[src/rtl/lcd_pkg.sv]
// Shared HD44780 definitions: read-cycle states, RS encodings, bit positions
// and default bus timing used by both the LCD read and write drivers.
package lcd_pkg;

  typedef enum logic [2:0] {
    ST_IDLE,
    ST_SETUP,
    ST_PULSE,
    ST_HOLD,
    ST_GAP
  } state_e;

  localparam logic RS_INSTR = 1'b0;
  localparam logic RS_DATA  = 1'b1;

  localparam int BF_BIT  = 7;
  localparam int ADDR_W  = 7;
  localparam int TIMER_W = 8;

  // Cycle counts for a 50 MHz clock
  localparam int T_AS_DEF     = 2;
  localparam int T_PW_DEF     = 12;
  localparam int T_H_DEF      = 1;
  localparam int T_GAP_DEF    = 10;
  localparam int POLL_MAX_DEF = 4095;

endpackage

[src/rtl/lcd_phase_timer.sv]
// Loadable down-counter that times one bus phase; done_o is high while the
// count sits at zero, so loading N-1 yields a phase of exactly N cycles.
module lcd_phase_timer #(
  parameter int W = 8
) (
  input  logic         clk_i,
  input  logic         rst_ni,
  input  logic         load_i,
  input  logic [W-1:0] load_val_i,
  output logic [W-1:0] count_o,
  output logic         done_o
);

  logic [W-1:0] count_q;

  always_ff @(posedge clk_i or negedge rst_ni) begin
    if (!rst_ni) begin
      count_q <= '0;
    end else if (load_i) begin
      count_q <= load_val_i;
    end else if (count_q != '0) begin
      count_q <= count_q - 1'b1;
    end
  end

  assign count_o = count_q;
  assign done_o  = (count_q == '0);

endmodule

[src/rtl/lcd_bus_reader.sv]
// HD44780 read-cycle engine (RW=1): fetches BF/address or a data RAM byte.
// Define LCD_READER_BUSY_POLL_EN to add the repeated busy-flag poll.
module lcd_bus_reader
  import lcd_pkg::*;
#(
  parameter int T_AS_CYC  = T_AS_DEF,
  parameter int T_PW_CYC  = T_PW_DEF,
  parameter int T_H_CYC   = T_H_DEF,
  parameter int T_GAP_CYC = T_GAP_DEF,
  parameter int POLL_MAX  = POLL_MAX_DEF
) (
  input  logic              clk_i,
  input  logic              rst_ni,
  input  logic              req_i,
  input  logic              rs_sel_i,
  output logic              ready_o,
  output logic [7:0]        rdata_o,
  output logic              rdata_valid_o,
  output logic              busy_flag_o,
  output logic [ADDR_W-1:0] addr_cnt_o,
  input  logic              poll_req_i,
  output logic              poll_done_o,
  output logic              poll_timeout_o,
  output logic              bus_owned_o,
  input  logic [7:0]        lcd_data_in_i,
  output logic              lcd_data_oe_o,
  output logic              lcd_en_o,
  output logic              lcd_rw_o,
  output logic              lcd_rs_o
);

  if (T_AS_CYC < 1 || T_PW_CYC < 1 || T_H_CYC < 1 || T_GAP_CYC < 1 ||
      T_AS_CYC > 256 || T_PW_CYC > 256 || T_H_CYC > 256 || T_GAP_CYC > 256 ||
      POLL_MAX < 1) begin : g_bad_param
    $error("lcd_bus_reader: phase lengths must be 1..256 and POLL_MAX >= 1");
  end

  localparam logic [TIMER_W-1:0] AS_LD  = TIMER_W'(T_AS_CYC - 1);
  localparam logic [TIMER_W-1:0] PW_LD  = TIMER_W'(T_PW_CYC - 1);
  localparam logic [TIMER_W-1:0] H_LD   = TIMER_W'(T_H_CYC - 1);
  localparam logic [TIMER_W-1:0] GAP_LD = TIMER_W'(T_GAP_CYC - 1);

  state_e state_q, state_d;
  logic rs_q, rs_d, en_q, en_d, rw_q, rw_d, own_q, own_d, ready_q, ready_d;
  logic valid_q, valid_d, bf_q, bf_d;
  logic [7:0] rdata_q, rdata_d;
  logic [ADDR_W-1:0] addr_q, addr_d;

  logic go, goRs, tLoad, tDone, lastGapNext, pollBusy;
  logic [TIMER_W-1:0] tVal, tCount;

`ifdef LCD_READER_BUSY_POLL_EN
  localparam int PCW = $clog2(POLL_MAX + 1);
  logic polling_q, polling_d, pollDone_q, pollDone_d, pollTo_q, pollTo_d;
  logic [PCW-1:0] pollCnt_q, pollCnt_d;
`endif

  lcd_phase_timer #(.W(TIMER_W)) u_timer (
    .clk_i      (clk_i),
    .rst_ni     (rst_ni),
    .load_i     (tLoad),
    .load_val_i (tVal),
    .count_o    (tCount),
    .done_o     (tDone)
  );

  // Ready is also raised in the last GAP cycle so a held req restarts the
  // next read without spending a cycle in IDLE.
  always_comb begin
    state_d     = state_q;
    rs_d        = rs_q;
    rdata_d     = rdata_q;
    valid_d     = 1'b0;
    bf_d        = bf_q;
    addr_d      = addr_q;
    go          = 1'b0;
    goRs        = RS_INSTR;
    tLoad       = 1'b0;
    tVal        = '0;
    pollBusy    = 1'b0;
`ifdef LCD_READER_BUSY_POLL_EN
    polling_d   = polling_q;
    pollCnt_d   = pollCnt_q;
    pollDone_d  = 1'b0;
    pollTo_d    = 1'b0;
`endif
    case (state_q)
      ST_IDLE: begin
        if (req_i) begin
          go   = 1'b1;
          goRs = rs_sel_i;
        end
`ifdef LCD_READER_BUSY_POLL_EN
        else if (poll_req_i) begin
          go        = 1'b1;
          goRs      = RS_INSTR;
          polling_d = 1'b1;
          pollCnt_d = '0;
        end
`endif
      end
      ST_SETUP: if (tDone) begin
        state_d = ST_PULSE;
        tLoad   = 1'b1;
        tVal    = PW_LD;
      end
      ST_PULSE: if (tDone) begin
        state_d = ST_HOLD;
        tLoad   = 1'b1;
        tVal    = H_LD;
        rdata_d = lcd_data_in_i;
      end
      ST_HOLD: if (tDone) begin
        state_d = ST_GAP;
        tLoad   = 1'b1;
        tVal    = GAP_LD;
        valid_d = 1'b1;
        if (rs_q == RS_INSTR) begin
          bf_d   = rdata_q[BF_BIT];
          addr_d = rdata_q[ADDR_W-1:0];
        end
`ifdef LCD_READER_BUSY_POLL_EN
        if (polling_q) pollCnt_d = pollCnt_q + 1'b1;
`endif
      end
      ST_GAP: if (tDone) begin
        state_d = ST_IDLE;
`ifdef LCD_READER_BUSY_POLL_EN
        if (polling_q) begin
          if (!bf_q) begin
            pollDone_d = 1'b1;
            polling_d  = 1'b0;
          end else if (pollCnt_q == PCW'(POLL_MAX)) begin
            pollDone_d = 1'b1;
            pollTo_d   = 1'b1;
            polling_d  = 1'b0;
          end else begin
            go = 1'b1;
          end
        end else
`endif
        if (req_i) begin
          go   = 1'b1;
          goRs = rs_sel_i;
        end
      end
      default: state_d = ST_IDLE;
    endcase

    if (go) begin
      state_d = ST_SETUP;
      rs_d    = goRs;
      tLoad   = 1'b1;
      tVal    = AS_LD;
    end

`ifdef LCD_READER_BUSY_POLL_EN
    pollBusy = polling_d;
`endif
    lastGapNext = (state_d == ST_GAP) &&
                  (tLoad ? (tVal == '0) : (tCount == TIMER_W'(1)));
    ready_d = (state_d == ST_IDLE) || (lastGapNext && !pollBusy);
    en_d    = (state_d == ST_PULSE);
    rw_d    = (state_d == ST_SETUP) || (state_d == ST_PULSE) || (state_d == ST_HOLD);
    own_d   = (state_d != ST_IDLE);
  end

  always_ff @(posedge clk_i or negedge rst_ni) begin
    if (!rst_ni) begin
      state_q <= ST_IDLE;
      rs_q    <= 1'b0;
      en_q    <= 1'b0;
      rw_q    <= 1'b0;
      own_q   <= 1'b0;
      ready_q <= 1'b1;
      valid_q <= 1'b0;
      bf_q    <= 1'b0;
      rdata_q <= '0;
      addr_q  <= '0;
    end else begin
      state_q <= state_d;
      rs_q    <= rs_d;
      en_q    <= en_d;
      rw_q    <= rw_d;
      own_q   <= own_d;
      ready_q <= ready_d;
      valid_q <= valid_d;
      bf_q    <= bf_d;
      rdata_q <= rdata_d;
      addr_q  <= addr_d;
    end
  end

`ifdef LCD_READER_BUSY_POLL_EN
  always_ff @(posedge clk_i or negedge rst_ni) begin
    if (!rst_ni) begin
      polling_q  <= 1'b0;
      pollCnt_q  <= '0;
      pollDone_q <= 1'b0;
      pollTo_q   <= 1'b0;
    end else begin
      polling_q  <= polling_d;
      pollCnt_q  <= pollCnt_d;
      pollDone_q <= pollDone_d;
      pollTo_q   <= pollTo_d;
    end
  end

  assign poll_done_o    = pollDone_q;
  assign poll_timeout_o = pollTo_q;
`else
  logic unused_poll;
  assign unused_poll    = poll_req_i;
  assign poll_done_o    = 1'b0;
  assign poll_timeout_o = 1'b0;
`endif

  assign ready_o       = ready_q;
  assign rdata_o       = rdata_q;
  assign rdata_valid_o = valid_q;
  assign busy_flag_o   = bf_q;
  assign addr_cnt_o    = addr_q;
  assign bus_owned_o   = own_q;
  assign lcd_data_oe_o = 1'b0;
  assign lcd_en_o      = en_q;
  assign lcd_rw_o      = rw_q;
  assign lcd_rs_o      = rs_q;

endmodule
[config.mk]
export PLATFORM = sky130hd
export DESIGN_NAME = lcd_bus_reader
export DESIGN_NICKNAME = d
export VERILOG_FILES = /design/src/rtl/lcd_pkg.sv /design/src/rtl/lcd_phase_timer.sv /design/src/rtl/lcd_bus_reader.sv
export SDC_FILE = /design/constraint.sdc
export NUM_CORES = 1
export LEC_CHECK = 0
export ABC_AREA = 1
export CAP_MARGIN = 0
export CORE_MARGIN = 5
export CORE_UTILIZATION = 49
export CTS_CLUSTER_SIZE = 20
export DETAILED_ROUTE_END_ITERATION = 6
export PLACE_DENSITY = 0.81
export SLEW_MARGIN = 20
export SYNTH_ARGS = -nofsm -noshare
export SYNTH_HDL_FRONTEND = slang
export SYNTH_HIERARCHICAL = 1
export SYNTH_SLANG_ARGS = --single-unit
[constraint.sdc]
create_clock -name clk_i -period 2.4 [get_ports clk_i]
set_input_delay 0.24 -clock clk_i [delete_from_list [all_inputs] [get_ports clk_i]]
set_output_delay 0.24 -clock clk_i [all_outputs]
set_load 0.01 [all_outputs]
; Word level (Yosys, flattened, before mapping)
; Cells that the tools add are included.
[word_totals]
reg_bits = 33
inputBits = 13
output_inout_bits = 25
elab_cells = 59
[classes]
addsub = 1
n_eq_ne = 9
mux = 23
n_bitwise = 1
n_reduce_logical = 14
[op_table]
columns = op, count
row1 = $mux W8, 3
row2 = $logic_not A8 Y1, 2
row3 = $mux W3, 5
row4 = $pmux W3 S5, 1
row5 = $eq A3 B2 Y1 const B, 4
row6 = $mux W1, 9
row7 = $eq A8 B1 Y1 const B, 1
row8 = $mux W4, 2
row9 = $pmux W4 S2, 1
row10 = $reduce_bool A8 Y1, 1
row11 = $sub A8 B1 Y8 const B, 1
row12 = $eq A3 B1 Y1 const B, 2
row13 = $eq A3 B3 Y1 const B, 2
row14 = $logic_not A3 Y1, 2
row15 = $pmux W1 S2, 2
row16 = $logic_or A1 B1 Y1, 3
row17 = $reduce_and A3 Y1, 1
row18 = $reduce_bool A3 Y1, 1
row19 = $reduce_or A3 Y1, 1
row20 = $reduce_and A2 Y1, 1
row21 = $reduce_bool A2 Y1, 1
row22 = $logic_and A1 B1 Y1, 1
row23 = $not A1 Y1, 1

; Logic depth before layout (Yosys ltp)
; Gate-level depths: netlist of the first run.
[depth]
word_depth = 8
depth_mapped = 15
mapped_depth_nobuf = 14

; By module
; Netlist of the first run, hierarchy kept.
[by_module_without_submodules]
columns = module, n_inst, cells_per_inst, area_per_inst_um2, seq_area_each_um2
row1 = lcd_bus_reader, 1, 129, 1129.8, 626.9
row2 = lcd_phase_timer, 1, 71, 513.0, 200.2

; Least setup slack after synthesis of the first run
; Ideal clock, no wire load.
[synth_timing]
path_type = reg-to-reg
startpoint = register u_timer.count_q[0], in the netlist u_timer/count_o[0]
endpoint = register u_timer.count_q[0], in the netlist u_timer/count_o[0]
setup_time_ns = 0.118
arrival_ns = 1.986
required_time_ns = 2.282
slack_ns = 0.295
stages_incl_launch_ff = 14
n_path_buf = 2
period_less_slack_ns = 2.105
cell_sequence = dfrtp_1 > inv_1 > ha_1 > nand2_2 > nor2_4 > inv_1 > nor2_1 > nand2_2 > buf_2 > nand2_1 > buf_2 > o21ai_0 > nand2_1 > o21ai_2
[synth_via]
elab_chain_cells = 5
elab_cells_between_ends = 15
classes_between = 1 x add/sub / 11 x mux / 3 x reduce/logical
[synth_rtl]
columns = item, line
row1 = start: declaration, lcd_phase_timer.sv:14  ; logic [W-1:0] count_q;
row2 = start signal: assignment, lcd_phase_timer.sv:20  ; count_q <= load_val_i;
row3 = start signal: assignment, lcd_phase_timer.sv:22  ; count_q <= count_q - 1'b1;
row4 = $logic_not A8 Y1 *, lcd_phase_timer.sv:27  ; assign done_o = (count_q == '0);
row5 = named net tDone, lcd_bus_reader.sv:49  ; logic go, goRs, tLoad, tDone, lastGapNext, pollBusy;
row6 = "$mux W1, on equally long branches", -
row7 = $pmux W1 S2 or $mux W1 (tied branches), -
row8 = $mux W1 *, lcd_bus_reader.sv:150  ; if (go) begin
row9 = named net tLoad, lcd_bus_reader.sv:49
row10 = $mux W8 or $reduce_bool A2 Y1 (tied branches), -
; The timed path passes the listed nets; every way through them passes the cells marked *. The select of a mux whose other input is x is not followed.
; A chain may end at the register's enable or synchronous reset.

; Worst setup path after layout of the first run
[layout_timing]
startpoint = register u_timer.count_q[0], in the netlist u_timer/count_o[0]
endpoint = register u_timer.count_q[4], in the netlist u_timer/count_o[4]
; Same word-level chain as after synthesis.

==> metrics.cfg, run 1 <==
[synthesis]
ys_types=27
syn_avg_cell_area_um2=8.21
yosys_warnings=6
syn_area_um2=1640
syn_inst=200
synth_seq_cells=33
ys_seq_area_share_pct=50.3

[floorplanning]
coreArea_um2=3280
dieArea_um2=4610
start_util_pct=50.0
row_count=21
die_w_um=67.9
top_level_ports=38
die_h_um=67.9

[sta]
worst_pin_slew_ns=0.712
rsz0062_at_grt=false
setup_viol_count_final=0
final_max_slew_viol_count=0
fmax_ghz=0.489
tns_ns=0
whs_ns=0.291
worst_clock_skew_ns=0.0106
fin_crit_sh_pct=85.1
fin_crit_ns=2.04
max-slew-margin-rel_pct=52.5
hold_viol_final=0

[setup_path]
crit_path_start_kind=flop
crit_slowest_cell=dfrtp_1
crit_start=u_timer/count_o[0]$_DFFE_PN0P_
cp_common_cell=inv_1
crit_path_max_fanout=9
cp-end-kind=flop
crit_required_ns=2.67
rr_worst_depth=13
cp_num_buf_inv=4
critPathMaxStageDelay_ns=0.40
r2r_setup_slack_ns=0.36
path_cells=inv_1 > ha_1 > nand2_2 > nor2_4 > inv_1 > nand2_1 > nand3_1 > nand2_1 > inv_1 > nand2_2 > inv_1 > nand2_4 > a21boi_1
critPathTopFamily=simple AND/OR/NAND/NOR gates
worstSetupPathType=flop to flop
critPathArrivalTime_ns=2.31
reg2reg_to=u_timer/count_o[4]$_DFFE_PN0P_
reg2reg_from=u_timer/count_o[0]$_DFFE_PN0P_

[global_routing]
grt_max_degree=34
grt_pass1_wl_um=5420
antenna_found_initial=0
grt_pass1_vias=1256
grt_overflow=0
grt.total_usage_pct=16.0

[clocking]
clock_latency_ns=0.34
h-tree-depth=2
cts_buffer_depth=2
cts-root-buf=clkbuf_4
cts_buffers=5
clkTransAtPathRegs_ns=0.11
clkSinkCount=33
cts_tree=done
hold_buffers=0

[power]
peakVddDrop_uv=460
p_leak_uw=0.00108
p_total_uw=2020
powerDensity_nw_per_um2=956

[place]
dpl.hpwl_um=2430
io_buffers=33
dp_cells=284
place.gp.congestion=0.884

[cells_and_area]
syn2layout_area_growth_pct=28.9
postLayoutCoreUtil_pct=64.5
final_cell_count_no_fill=292
antenna_cells=0
seq_area_um2=827
fill_cells=278
nets=259
multiInputGateArea_um2=657
drive_gt1_share_pct=14.6

[route]
viasPerCell=4.64
wl_um=3260
antenna_left=0
routedWlPerCell_um=11.2
drt_iter0_drc=55
via_count=1354
dr.pass1.iters=4
drc_errors=0

[run_status]
status=finished, final reports clean

[flow_run]
drv_cap=0

[hold_path]
min_path_type=input port to asynchronous set/reset pin

-- worst max path at each step --
stage | endpoint | slack, ns | cells after the start
2_1_floorplan | u_timer/count_o[0]$_DFFE_PN0P_ | 0.30 | 13
3_3_place_gp | u_timer/count_o[4]$_DFFE_PN0P_ | 0.35 | 13
3_5_place_dp | u_timer/count_o[4]$_DFFE_PN0P_ | 0.26 | 13
4_1_cts | u_timer/count_o[4]$_DFFE_PN0P_ | 0.23 | 13
5_1_grt | u_timer/count_o[4]$_DFFE_PN0P_ | 0.06 | 13
6_report | u_timer/count_o[4]$_DFFE_PN0P_ | 0.36 | 13
-- kinds of logic after synthesis --
kind of cell,share of synthesized area (%)
AO/OA/AOI/OAI,9.67
XOR/XNOR,1.07
adder cells (fa/ha/maj),0.761
buffers and inverters,11.4
flip-flops,50.3
other,0.228
AND/OR/NAND/NOR,26.5
-- cells in the mapped netlist, drive strengths merged --
cell type	count	area, um2
nand4	2	18.8
a21oi	8	40.0
inv	33	124
a21boi	1	7.51
conb	1	3.75
buf	7	63.8
nand2	56	228
o21ai	14	111
xor2	1	8.76
nand3	11	55.1
ha	1	12.5
xnor2	1	8.76
dfrtp	32	801
dfstp	1	26.3
or2	1	6.26
nor2	30	128
-- cell usage in the layout (no fill, tap or decap), types with 2 or more instances in the layout --
master	count
nand2_1	50
clkdlybuf4s50_1	33
inv_1	32
dfrtp_1	32
nor2_1	26
nand3_1	11
o21ai_2	11
a21oi_1	8
conb_1	8
nand2_2	5
clkbuf_4	5
buf_4	5
nor2_2	3
o21ai_0	2
-- layout make-up --
| class | count | area share (%) |
|---|---|---|
| inverter | 33 | 5.85 |
| sequential | 33 | 39.0 |
| tap | 46 | 2.72 |
| clock buffer | 7 | 2.60 |
| timing repair buffer | 38 | 17.4 |
| clock inverter | 1 | 1.42 |
| multi-input combinational | 134 | 31.0 |
-- registers in the layout (all words and copies together), names as in the netlist --
signal	cells
busy_flag_o	1
state_q	3
lcd_rw_o	1
u_timer/count_o	8
rdata_o	8
bus_owned_o	1
addr_cnt_o	7
lcd_en_o	1
ready_o	1
lcd_rs_o	1
rdata_valid_o	1
-- per-stage QoR --
| step | instance area, um2 | setup slack, ns |
|---|---|---|
| final | 2120 | 0.356 |
| after global routing | 2120 | 0.0638 |
| after CTS | 2120 | 0.228 |
| after detailed placement | 2030 | 0.263 |
| after global placement | 2030 | 0.348 |
| after floorplan | 1670 | 0.295 |
-- where the power goes --
part	internal (uW)	switching [uW]	leakage, uW
clock	249	187	0.0000455
sequential	705	128	0.000406
combinational	341	415	0.000630
total	1290	730	0.00108
-- repair_timing --
item	4_1_cts	5_1_grt
buffers inserted	0	0
endpoints found under the setup margin	0	4
gates resized for setup	0	1
-- per-layer routing --
metal	track usage, %	part of all wire [%]	vias up
met5	0	0	-
met4	7.44	1.9	0
met3	4.60	4.5	6
met2	26.6	51	32
met1	19.1	43	630
li1	-	-	686
-- worst reg2reg max path: stages, from the launching register on --
cell,delay [ns]
dfrtp_1,0.40
inv_1,0.12
ha_1,0.21
nand2_2,0.09
nor2_4,0.16
inv_1,0.10
nand2_1,0.09
nand3_1,0.09
nand2_1,0.09
inv_1,0.06
nand2_2,0.15
inv_1,0.13
nand2_4,0.13
a21boi_1,0.16
No activity file was read; power rests on OpenSTA's default activity.
==> run 2, diff against run 1 <==
Settings changed: CORE_UTILIZATION 49 to 44, SETUP_SLACK_MARGIN set to 0.3.
Clock period 2.4 ns to 1.75 ns, I/O delays scaled along.
==> run 2 against run 1 <==
Net effect: the flow now finishes with violations (setup timing); cell count is 13% higher; wire length rose by 54%; critical path depth is 1 higher; via count grew 21%; design area increased by 30%; largest cell class is now multi-input combinational cells; core utilization rose by 11 points; clock-buffer cell count decreased by 2; first-iteration DRC count grew 58%; highest routed layer unchanged; global-route usage is 2.2 points higher; setup slack worse by 0.44 ns; clock power grew 29%; maximum frequency rose by 11%.
==> metrics.cfg, run 2 (synthesis results as in run 1) <==
[clocking]
clkSinkCount=33  ; unchanged
clock_latency_ns=0.29  ; -0.05 ns
h-tree-depth=2  ; unchanged
cts_buffer_depth=2  ; unchanged
cts_buffers=5  ; unchanged
clkTransAtPathRegs_ns=0.07  ; -0.04 ns
cts-root-buf=clkbuf_8
hold_buffers=0  ; unchanged
cts_tree=done

[setup_path]
critPathArrivalTime_ns=2.02  ; -0.29 ns
crit_path_max_fanout=7  ; -2
crit_path_start_kind=flop
cp-end-kind=flop
worstSetupPathType=flop to flop
crit_required_ns=1.94  ; -0.73 ns
path_cells=inv_2 > ha_4 > nand2_4 > nor2_4 > inv_4 > nand2_2 > nand3_2 > nand2_2 > inv_2 > nand2_4 > buf_6 > nor2_4 > nand3_2 > nand2_1
crit_slowest_cell=dfrtp_1
critPathMaxStageDelay_ns=0.41  ; about the same

[cells_and_area]
syn2layout_area_growth_pct=67.9
fill_cells=221  ; -21%
postLayoutCoreUtil_pct=75.9  ; +11 points
antenna_cells=0  ; unchanged
mostFrequentLayoutCell=nand2_1
drive_gt1_share_pct=43.6  ; +29 points
nets=295  ; +14%
final_cell_mix=nand2_1, dfrtp_1, buf_4
finalInstanceArea_um2=2760  ; +30%

[place]
place_area_um2=2170  ; +6.9%
place.gp.congestion=0.822  ; -7.0%
dpl.hpwl_um=2580  ; +5.9%
io_buffers=33  ; unchanged
post-place-ws_ns=-0.0115  ; -0.275 ns

[route]
drt_iter0_drc=87  ; +58%
drc_errors=0  ; unchanged
via_count=1632  ; +21%
dr.pass1.iters=4  ; unchanged
routedWlPerCell_um=15.2  ; +36%
antenna_left=0  ; unchanged
wl_um=5010  ; +54%
viasPerCell=4.95  ; +6.7%

[run_status]
violations=setup timing
status=finished, violations left

[global_routing]
grt.total_usage_pct=18.2  ; +2.2 points
grt_pass1_wl_um=7280  ; +34%
antenna_found_initial=0  ; unchanged
grt_pass1_vias=1573  ; +25%
grt_max_degree=34  ; unchanged
grt_overflow=0  ; unchanged

[sta]
rsz0062_at_grt=true
setup_viol_count_final=16  ; +16
hold_viol_final=0  ; unchanged
final_max_slew_viol_count=0  ; unchanged
fin_crit_sh_pct=105  ; +20 points
whs_ns=0.296  ; +0.00468 ns
fmax_ghz=0.544  ; +11%
worst_clock_skew_ns=0.00414  ; -0.00650 ns
tns_ns=-0.763  ; -0.763 ns
worst_slack_ns=-0.0876  ; -0.444 ns
fin_crit_ns=1.84  ; -0.206 ns

[floorplanning]
dieArea_um2=5060  ; +9.7%
row_count=22  ; +4.8%
die_h_um=71.1  ; +4.7%
start_util_pct=45.2  ; -4.8 points
top_level_ports=38  ; unchanged
die_w_um=71.1  ; +4.7%
coreArea_um2=3630  ; +11%

[hold_path]
min_path_type=input port to asynchronous set/reset pin

[flow_run]
drv_cap=0  ; unchanged

[power]
p_leak_uw=0.00139  ; +28%
peakVddDrop_uv=820  ; +78%
powerDensity_nw_per_um2=1270  ; +33%

## run 2: cell types whose count changed in the layout (fill, tap and decap cells not counted), moves of 7 or more
cell     delta
buf_4      +25
nor2_4     +12
buf_6       +7
nand2_1    -12
inv_1       -8
nor2_1     -14
nand2_4    +11
## run 2: final cells by class
cell class              count  area [um2]  share of cell area (%)
multi-input cells         134         935                    33.9
flip-flops and latches     33         827                    30.0
repair buffers             74         718                    26.0
inverters                  33         131                    4.76
clock buffers               5        68.8                    2.50
well taps                  48        60.1                    2.18
clock inverters             3        17.5                   0.635
## run 2: power breakdown
| part | internal [uW] | switching (uW) | total [uW] | leakage [uW] |
|---|---|---|---|---|
| sequential | 968 | 175 | 1140 | 0.000406 |
| clock | 274 | 288 | 562 | 0.0000439 |
| combinational | 877 | 922 | 1800 | 0.000938 |
| total | 2120 | 1380 | 3500 | 0.00139 |
## run 2: critical path, delay by kind of cell, from the launching register on
kind / cells / cell delay (ns)
buffers and inverters: 4 / 0.37
DFF: 1 / 0.41
adders and majority gates: 1 / 0.16
and+or+nand+nor: 9 / 0.79
## run 2: layer usage
| metal | share of wire, % | routed length [um] | GRT usage, % | up-vias |
|---|---|---|---|---|
| met5 | 0 | 0 | 0 | - |
| met4 | 1.7 | 84 | 8.77 | 0 |
| met3 | 4.8 | 242 | 4.12 | 10 |
| met2 | 53 | 2650 | 30.6 | 51 |
| met1 | 40 | 2030 | 22.1 | 813 |
| li1 | - | - | - | 758 |
## run 2: final timing paths
check | start | to | slack, ns | cells after the start
worst max-delay path | u_timer/count_o[0]$_DFFE_PN0P_ | u_timer/count_o[7]$_DFFE_PN0P_ | -0.09 | 14
worst min-delay path | rst_ni | addr_cnt_o[4]$_DFFE_PN0P_ | 0.30 | 2
worst max register to register | u_timer/count_o[0]$_DFFE_PN0P_ | u_timer/count_o[7]$_DFFE_PN0P_ | -0.09 | 14
worst min register to register | addr_cnt_o[4]$_DFFE_PN0P_ | addr_cnt_o[4]$_DFFE_PN0P_ | 0.52 | 2
max in group asynchronous | rst_ni | ready_o$_DFF_PN1_ | 1.11 | 2
min in group clk_i | rs_sel_i | lcd_rs_o$_DFFE_PN0N_ | 0.44 | 3
## run 2: what timing repair did
action	CTS	global route
setup buffers	10	11
endpoints found under the setup margin	31	33
gates cloned	2	0
pin swaps	12	12
gates resized for setup	45	44
## run 2: through the flow
stage,instances,power [uW]
after floorplan,207,1890
after global routing,330,3710
final,330,3500
after global placement,299,2380
after detailed placement,299,2450
after CTS,319,3200
